## src/rtl/dcache_refill_ctrl.sv

```systemverilog
// D-cache miss sequencer: optional dirty-victim write-back, then a beat-wise
// line fetch that is assembled locally and written to the data RAM in one cycle.
module dcache_refill_ctrl #(
  parameter int ADDR_WIDTH  = 6,
  parameter int LINE_WIDTH  = 256,
  parameter int WEA_WIDTH   = LINE_WIDTH / 8,
  parameter int BEAT_WIDTH  = 64,
  parameter int PADDR_WIDTH = 32
) (
  input  logic                   clk,
  input  logic                   rst_n,
  input  logic                   miss_valid,
  output logic                   miss_ready,
  input  logic [ADDR_WIDTH-1:0]  miss_index,
  input  logic [PADDR_WIDTH-1:0] miss_addr,
  input  logic                   miss_dirty,
  input  logic [PADDR_WIDTH-1:0] victim_addr,
  output logic                   done,
  output logic [ADDR_WIDTH-1:0]  done_index,
  output logic                   busy,
  output logic [ADDR_WIDTH-1:0]  ram_addra,
  output logic                   ram_ena,
  output logic [WEA_WIDTH-1:0]   ram_wea,
  output logic [LINE_WIDTH-1:0]  ram_dina,
  output logic [ADDR_WIDTH-1:0]  ram_addrb,
  output logic                   ram_enb,
  input  logic [LINE_WIDTH-1:0]  ram_doutb,
  output logic                   wb_valid,
  input  logic                   wb_ready,
  output logic [PADDR_WIDTH-1:0] wb_addr,
  output logic [LINE_WIDTH-1:0]  wb_data,
  output logic                   rd_req_valid,
  input  logic                   rd_req_ready,
  output logic [PADDR_WIDTH-1:0] rd_req_addr,
  input  logic                   rd_resp_valid,
  input  logic [BEAT_WIDTH-1:0]  rd_resp_data
);

  localparam int BEATS = LINE_WIDTH / BEAT_WIDTH;
  localparam int CNT_W = (BEATS > 1) ? $clog2(BEATS) : 1;

  localparam logic [2:0] S_IDLE  = 3'd0;
  localparam logic [2:0] S_VREAD = 3'd1;
  localparam logic [2:0] S_VCAP  = 3'd2;
  localparam logic [2:0] S_WB    = 3'd3;
  localparam logic [2:0] S_RREQ  = 3'd4;
  localparam logic [2:0] S_RFILL = 3'd5;
  localparam logic [2:0] S_WRITE = 3'd6;
  localparam logic [2:0] S_DONE  = 3'd7;

  logic [2:0]             state_q, state_d;
  logic [ADDR_WIDTH-1:0]  idx_q, idx_d;
  logic [PADDR_WIDTH-1:0] maddr_q, maddr_d;
  logic [PADDR_WIDTH-1:0] vaddr_q, vaddr_d;
  logic [LINE_WIDTH-1:0]  line_q, line_d;
  logic [CNT_W-1:0]       cnt_q, cnt_d;

  // line_q holds the victim during write-back, then is reused to assemble the refill
  always_comb begin
    state_d = state_q;
    idx_d   = idx_q;
    maddr_d = maddr_q;
    vaddr_d = vaddr_q;
    line_d  = line_q;
    cnt_d   = cnt_q;
    case (state_q)
      S_IDLE: if (miss_valid) begin
        idx_d   = miss_index;
        maddr_d = miss_addr;
        vaddr_d = victim_addr;
        state_d = miss_dirty ? S_VREAD : S_RREQ;
      end
      S_VREAD: state_d = S_VCAP;
      S_VCAP: begin
        line_d  = ram_doutb;
        state_d = S_WB;
      end
      S_WB: if (wb_ready) state_d = S_RREQ;
      S_RREQ: if (rd_req_ready) begin
        cnt_d   = '0;
        state_d = S_RFILL;
      end
      S_RFILL: if (rd_resp_valid) begin
        line_d[cnt_q*BEAT_WIDTH +: BEAT_WIDTH] = rd_resp_data;
        cnt_d = cnt_q + CNT_W'(1);
        if (cnt_q == CNT_W'(BEATS - 1)) state_d = S_WRITE;
      end
      S_WRITE: state_d = S_DONE;
      S_DONE:  state_d = S_IDLE;
      default: state_d = S_IDLE;
    endcase
  end

  always_ff @(posedge clk or negedge rst_n) begin
    if (!rst_n) begin
      state_q <= S_IDLE;
      idx_q   <= '0;
      maddr_q <= '0;
      vaddr_q <= '0;
      line_q  <= '0;
      cnt_q   <= '0;
    end else begin
      state_q <= state_d;
      idx_q   <= idx_d;
      maddr_q <= maddr_d;
      vaddr_q <= vaddr_d;
      line_q  <= line_d;
      cnt_q   <= cnt_d;
    end
  end

  // Outputs are pure state decodes, gated to zero outside their owning state
  assign miss_ready   = (state_q == S_IDLE);
  assign busy         = (state_q != S_IDLE) && (state_q != S_DONE);
  assign ram_enb      = (state_q == S_VREAD);
  assign ram_addrb    = ram_enb ? idx_q : '0;
  assign wb_valid     = (state_q == S_WB);
  assign wb_addr      = wb_valid ? vaddr_q : '0;
  assign wb_data      = wb_valid ? line_q : '0;
  assign rd_req_valid = (state_q == S_RREQ);
  assign rd_req_addr  = rd_req_valid ? maddr_q : '0;
  assign ram_ena      = (state_q == S_WRITE);
  assign ram_wea      = ram_ena ? '1 : '0;
  assign ram_addra    = ram_ena ? idx_q : '0;
  assign ram_dina     = ram_ena ? line_q : '0;
  assign done         = (state_q == S_DONE);
  assign done_index   = done ? idx_q : '0;

endmodule

```

## config.mk

```make
export PLATFORM = sky130hd
export DESIGN_NAME = dcache_refill_ctrl
export DESIGN_NICKNAME = d
export VERILOG_FILES = /design/src/rtl/dcache_refill_ctrl.sv
export SDC_FILE = /design/constraint.sdc
export NUM_CORES = 1
export LEC_CHECK = 0
export ABC_AREA = 1
export BUFFER_PORTS_ARGS = -buffer_cell sky130_fd_sc_hd__buf_4
export CORE_AREA = 2 2 406 408
export CTS_BUF_LIST = sky130_fd_sc_hd__clkbuf_8
export CTS_CLUSTER_DIAMETER = 30
export DETAILED_ROUTE_END_ITERATION = 7
export DIE_AREA = 0 0 408 410
export GPL_ROUTABILITY_DRIVEN = 0
export PLACE_DENSITY_LB_ADDON = 0.1
export SYNTH_ARGS = -nofsm -noshare
export SYNTH_HDL_FRONTEND = slang
export SYNTH_SLANG_ARGS = --single-unit
```

## constraint.sdc

```tcl
create_clock -name clk -period 6.1 [get_ports clk]
set_input_delay 1.22 -clock clk [delete_from_list [all_inputs] [get_ports clk]]
set_output_delay 1.22 -clock clk [all_outputs]
set_load 0.005 [all_outputs]
```

==> results.yml, run 1 <==
setup_path:
  path_delay_family: "buffers and inverters"
  worstRegToRegCells: 10
  slowest_stage: "buf_4"
  crit_arrival_ns: 3.48
  crit_type: "flip-flop to primary output"
  slowest_delay_ns: 0.59
  required_ns: 4.88
  reg2reg_slack_ns: 2.26
  r2r_start: "cnt_q[0]"
  path_max_fanout: 93
  path_common_cell: "buf_4"
  cp_num_buf_inv: 5
  critPathLaunchType: "flip-flop"
  timing.rr.end: "line_q[9]"
  endpoint_kind: "primary output"
  cp_cell_sequence: "inv_1 > nor3_4 > buf_4 > inv_8 > buf_4 > nor2_1 > buf_4"
power_and_ir_drop:
  power_frac_clock_pct: 29.9
  p_leak_nw: 18.7
  finalPower_w: 0.0160
  internal-power_w: 0.00849
  power_frac_comb_pct: 46.7
  p_per_area_mw_per_mm2: 474
  p_switching_w: 0.00754
  worst_ir_drop_vdd_mv: 0.346
  switching_share_pct: 47.0
  p_seq_share_pct: 23.5
clock_network:
  clock_sinks: 331
  cts_hold_buffers: 0
  post-cts-setup-buffers: 0
  ctsResizeCount: 0
  cts-buffers-inserted: 150
  clk_pin_slew_ns: 0.04
  cts_tree: "yes"
  worstSkewPairLatency_ns: 0.86
  htree_levels: 4
  clock-root-buffer: "clkbuf_8"
  cts_buffer_depth: 3
synthesis:
  synth_warnings: 0
  synth.area.top_cells: "dfrtp_1, nand2_1, nor2_1, inv_1, nand3_1"
  synth_cell_types: 21
  synthCells: 3405
  synth_top_area_share_pct: 39.9
  synthArstFlopShare_pct: 100
  postSynthAreaPerCell_sq_um: 6.10
  ys_ff_latch: 331
  ys.flop_type: "dfrtp_1"
  syn-num-nets: 3807
  syn-cell-area_sq_mm: 0.0208
  synth_area_leader_cell: "dfrtp_1"
  yosysSeqAreaShare_pct: 39.9
  synth_edf_count: 0
cells_and_area:
  drive_gt1_share_pct: 29.5
  final_cell_mix: "nand2_1, buf_4, nor2_1"
  final_common_cell: "nand2_1"
  fin_nets: 4774
  fillers: 18900
  syn_to_final_growth_pct: 62.9
  stdcell_count: 6708
timing:
  finalClockSkew_ns: 0.0379
  post-route-period-util_pct: 77.0
  fin_tns_setup_ns: 0
  hold_slack_ns: 0.328
  final_hold_viol_count: 0
  rsz0062_at_grt: "false"
  fin_crit_ns: 4.70
  fmax_ghz: 0.213
  max_slew_margin_pct: 29.1
  setup_viol: 0
  worst_pin_slew_ns: 1.06
  drv_slew: 0
grt:
  grt_first_pass_wirelength_mm: 200
  grt_util_all_layers_pct: 17.0
  grt_max_degree: 165
  grt_overflow: 0
  grt_pass1_vias: 24800
  antenna_found_initial: 35
detailed_routing:
  ant_nets: 0
  vias_per_cell: 3.73
  firstDrtPassIters: 5
  wl_per_cell_um: 22.1
  wirelength_mm: 148
  drc: 0
  vias: 25000
  drtIter0Drc: 1414
flow_run:
  cap_violations: 0
die:
  die_w_um: 408
  rows: 149
  core_area_sq_mm: 0.163
  pin_count: 1030
  dieHeight_um: 410
  initial_core_util_pct: 12.7
  fp.dieArea_sq_mm: 0.167
place:
  post-place-cells: 6409
  port_buffers: 1029
  hpwl_mm: 111
min_path:
  hp-class: "input port to async pin"
outcome:
  outcome: "finished clean"
==> worst register-to-register path: stages (launching register included) <==
cell and delay (ns):
dfrtp_2 0.33, buf_4 0.37, inv_1 0.19, ha_1 0.30
inv_2 0.44, nand2_2 0.51, nand2_4 0.60, inv_4 0.44
buf_4 0.41, nand2_1 0.09, nand2_1 0.05
==> routing by layer <==
| metal | vias up | track usage, % | wire (um) |
|---|---|---|---|
| met3 | 197 | 4.64 | 8890 |
| met1 | 11800 | 20.9 | 63700 |
| met4 | 20 | 6.78 | 4280 |
| met2 | 854 | 28.1 | 71200 |
| met5 | - | 0 | 124 |
| li1 | 12100 | - | - |
==> how the worst max path moves through the flow <==
| stage | from | to | slack (ns) | cells after the start |
|---|---|---|---|---|
| detailed placement | cnt_q[0] | line_q[11] | 1.94 | 10 |
| global route | state_q[2] | ram_dina[92] | 1.09 | 7 |
| global placement | cnt_q[0] | line_q[5] | 1.99 | 10 |
| finish | state_q[2] | ram_dina[168] | 1.40 | 7 |
| floorplan | state_q[2] | ram_dina[185] | 2.48 | 7 |
| CTS | state_q[2] | ram_dina[158] | 1.23 | 7 |
==> metrics by stage <==
| step | util (%) | setup slack [ns] | instance area, sq um |
|---|---|---|---|
| after floorplan | - | 2.48 | 20800 |
| after global placement | 18.7 | 1.99 | 30500 |
| after detailed placement | 18.7 | 1.94 | 30500 |
| after CTS | 20.7 | 1.23 | 33800 |
| after global routing | 20.7 | 1.09 | 33800 |
| final | 20.7 | 1.40 | 33800 |
==> state kept, by name (all words and copies together), names as in the netlist <==
| name | cells |
|---|---|
| idx_q | 6 |
| line_q | 256 |
| cnt_q | 2 |
| vaddr_q | 32 |
| state_q | 3 |
| maddr_q | 32 |
==> cell families (layout without fill, tap and decap cells) <==
| kind of cell | count (synthesis) | count (layout) | share of synthesized area, % |
|---|---|---|---|
| simple gates | 2143 | 2143 | 40.1 |
| buf+inv | 676 | 1761 | 13.6 |
| flops | 331 | 331 | 39.9 |
| compound gates | 250 | 250 | 6.10 |
| fa+ha+maj | 5 | 5 | 0.301 |
| other cells | 0 | 29 | 0 |
==> power by group through the flow <==
| stage | logic, W | registers [W] | clock network (W) |
|---|---|---|---|
| finish | 0.00748 | 0.00377 | 0.00479 |
| global route | 0.00836 | 0.00390 | 0.00511 |
| CTS | 0.00778 | 0.00378 | 0.00498 |
| detailed placement | 0.00774 | 0.00380 | 0 |
| global placement | 0.00778 | 0.00380 | 0 |
| floorplan | 0.00404 | 0.00357 | 0 |
==> synth_stat cells, types with 2 or more instances <==
cell	number
nand2_1	1233
o21ai_0	174
nor3_2	2
nor2_2	3
buf_2	98
dfrtp_1	331
buf_1	3
ha_1	5
clkbuf_1	112
nor2_1	722
inv_1	412
buf_4	43
inv_2	8
nor2_8	2
a21oi_1	74
nand3_1	178
==> final cells by class <==
class / instances / area [sq um] / area share [%]
Multi-Input combinational cell: 2398 / 9740 / 28.8
Sequential cell: 331 / 8280 / 24.5
Timing Repair Buffer: 1071 / 8160 / 24.1
Tap cell: 2189 / 2740 / 8.09
Clock buffer: 195 / 2680 / 7.93
Inverter: 420 / 1600 / 4.72
Clock inverter: 75 / 554 / 1.64
Antenna cell: 29 / 72.6 / 0.214
No activity file was read; power rests on OpenSTA's default activity.
==> inputs of run 2 (changes only) <==
Clock period 6.1 ns to 4.3 ns, I/O delays scaled along.
==> run 2 against run 1 <==
  * Sequential power grew 41%
  * Clock skew shrank 0.0076 ns
  * Design area hardly changed
  * Critical endpoint is now wb_data[233]
==> results.yml, run 2 (synthesis gave the netlist of run 1 again) <==
cells_and_area:
  ff_latch_area_sq_mm: 0.00828
  stdcell_count: 6697
  largest_reg_flops: 256
  fin_nets: 4791
  top_regs: "line_q x256, maddr_q x32, vaddr_q x32"
  fillers: 18900
  final_cell_mix: "nand2_1, buf_4, nor2_1"
  top_register: "line_q"
  drive_gt1_share_pct: 29.6
  multi_input_area_sq_mm: 0.00974
  syn_to_final_growth_pct: 62.9
  final_common_cell: "nand2_1"
detailed_routing:
  drtIter0Drc: 1317
  ant_nets: 0
  vias: 24900
  drc: 0
  firstDrtPassIters: 7
  wl_per_cell_um: 21.9
  wirelength_mm: 147
  vias_per_cell: 3.72
setup_path:
  required_ns: 3.44
  slowest_stage: "dfrtp_1"
  critPathLaunchType: "flip-flop"
  crit_arrival_ns: 2.99
  slowest_delay_ns: 0.51
  path_common_cell: "buf_12"
  crit_type: "flip-flop to primary output"
  path_max_fanout: 77
  cp_cell_sequence: "nand2_1 > inv_1 > nand2_4 > buf_12 > buf_12 > nor2_1 > buf_4"
  endpoint_kind: "primary output"
timing:
  fmax_ghz: 0.260
  max_slew_margin_pct: 21.2
  drv_slew: 0
  final_hold_viol_count: 0
  final.setup.worst_slack_ns: 0.453
  finalClockSkew_ns: 0.0303
  fin_crit_ns: 3.85
  setup_viol: 0
  rsz0062_at_grt: "false"
  worst_pin_slew_ns: 1.18
  post-route-period-util_pct: 89.5
  hold_slack_ns: 0.272
  fin_tns_setup_ns: 0
place:
  place_ws_ns: 1.27
  hpwl_mm: 112
  post-place-cells: 6427
  port_buffers: 1029
grt:
  met2_usage_pct: 29.2
  grt_max_degree: 160
  grt_overflow: 0
  grt_first_pass_wirelength_mm: 201
  antenna_found_initial: 27
  top_usage_layer: "met2"
  use_met1_pct: 21.2
  grt_pass1_vias: 24900
  grt_util_all_layers_pct: 17.0
  grtUsageMet3_pct: 4.26
power_and_ir_drop:
  p_leak_nw: 18.7
  p_per_area_mw_per_mm2: 665
  worst_ir_drop_vdd_mv: 0.456
clock_network:
  worstSkewPairLatency_ns: 0.85
  post-cts-setup-buffers: 0
  cts_tree: "yes"
  cts_buffer_depth: 3
  clk_pin_slew_ns: 0.04
  clock-root-buffer: "clkbuf_8"
  htree_levels: 4
  clock_sinks: 331
  cts-buffers-inserted: 148
  ctsResizeCount: 0
die:
  dieHeight_um: 410
  rows: 149
  die_w_um: 408
  initial_core_util_pct: 12.7
  core_area_sq_mm: 0.163
  fp.dieArea_sq_mm: 0.167
  pin_count: 1030
flow_run:
  cap_violations: 0
outcome:
  outcome: "finished clean"
min_path:
  hp-class: "input port to flip-flop"
==> run 2: metrics by stage <==
stage | area [sq um] | util [%] | power (W)
floorplan | 20800 | - | 0.0108
detailed placement | 30700 | 18.8 | 0.0164
global placement | 30700 | 18.8 | 0.0165
CTS | 33800 | 20.7 | 0.0232
finish | 33800 | 20.7 | 0.0225
global route | 33800 | 20.7 | 0.0244
==> run 2: cell type report <==
cell class | instances | share of cell area (%)
Timing Repair Buffer | 1090 | 24.8
Inverter | 420 | 4.72
Multi-Input combinational cell | 2398 | 28.8
Tap cell | 2189 | 8.10
Antenna cell | 11 | 0.0814
Clock buffer | 180 | 7.32
Sequential cell | 331 | 24.5
Clock inverter | 78 | 1.66
==> run 2: layer usage <==
layer / part of all wire [%] / wire (um)
met5: 0.085 / 125
met1: 43 / 63800
met2: 49 / 72300
met4: 1.6 / 2370
met3: 5.6 / 8220
==> run 2: final timing paths <==
check                             startpoint           end  slack [ns]  cells after the start
worst max register to register    state_q[0]   line_q[200]        1.45                      6
min in group asynchronous              rst_n    line_q[57]        0.56                      2
max in group asynchronous              rst_n   line_q[132]        2.80                      3
worst min register to register    line_q[50]    line_q[50]        0.47                      2
worst min-delay path            miss_addr[1]    maddr_q[1]        0.27                      3
worst max-delay path              state_q[0]  wb_data[233]        0.45                      7
==> run 2: repair_timing <==
action                                  4_1_cts  5_1_grt
endpoints found under the setup margin        0        0
endpoints found under the hold margin        53        0
hold buffers                                  1        0
==> run 2: critical path, delay by kind of cell, from the launching register on <==
family | cells | cell delay (ns)
AND/OR/NAND/NOR | 3 | 0.73
buffers and inverters | 4 | 0.81
flip-flops | 1 | 0.51
==> run 2: power breakdown <==
group	switching, W	internal, W
registers	0.000757	0.00456
logic	0.00743	0.00330
clock network	0.00234	0.00408
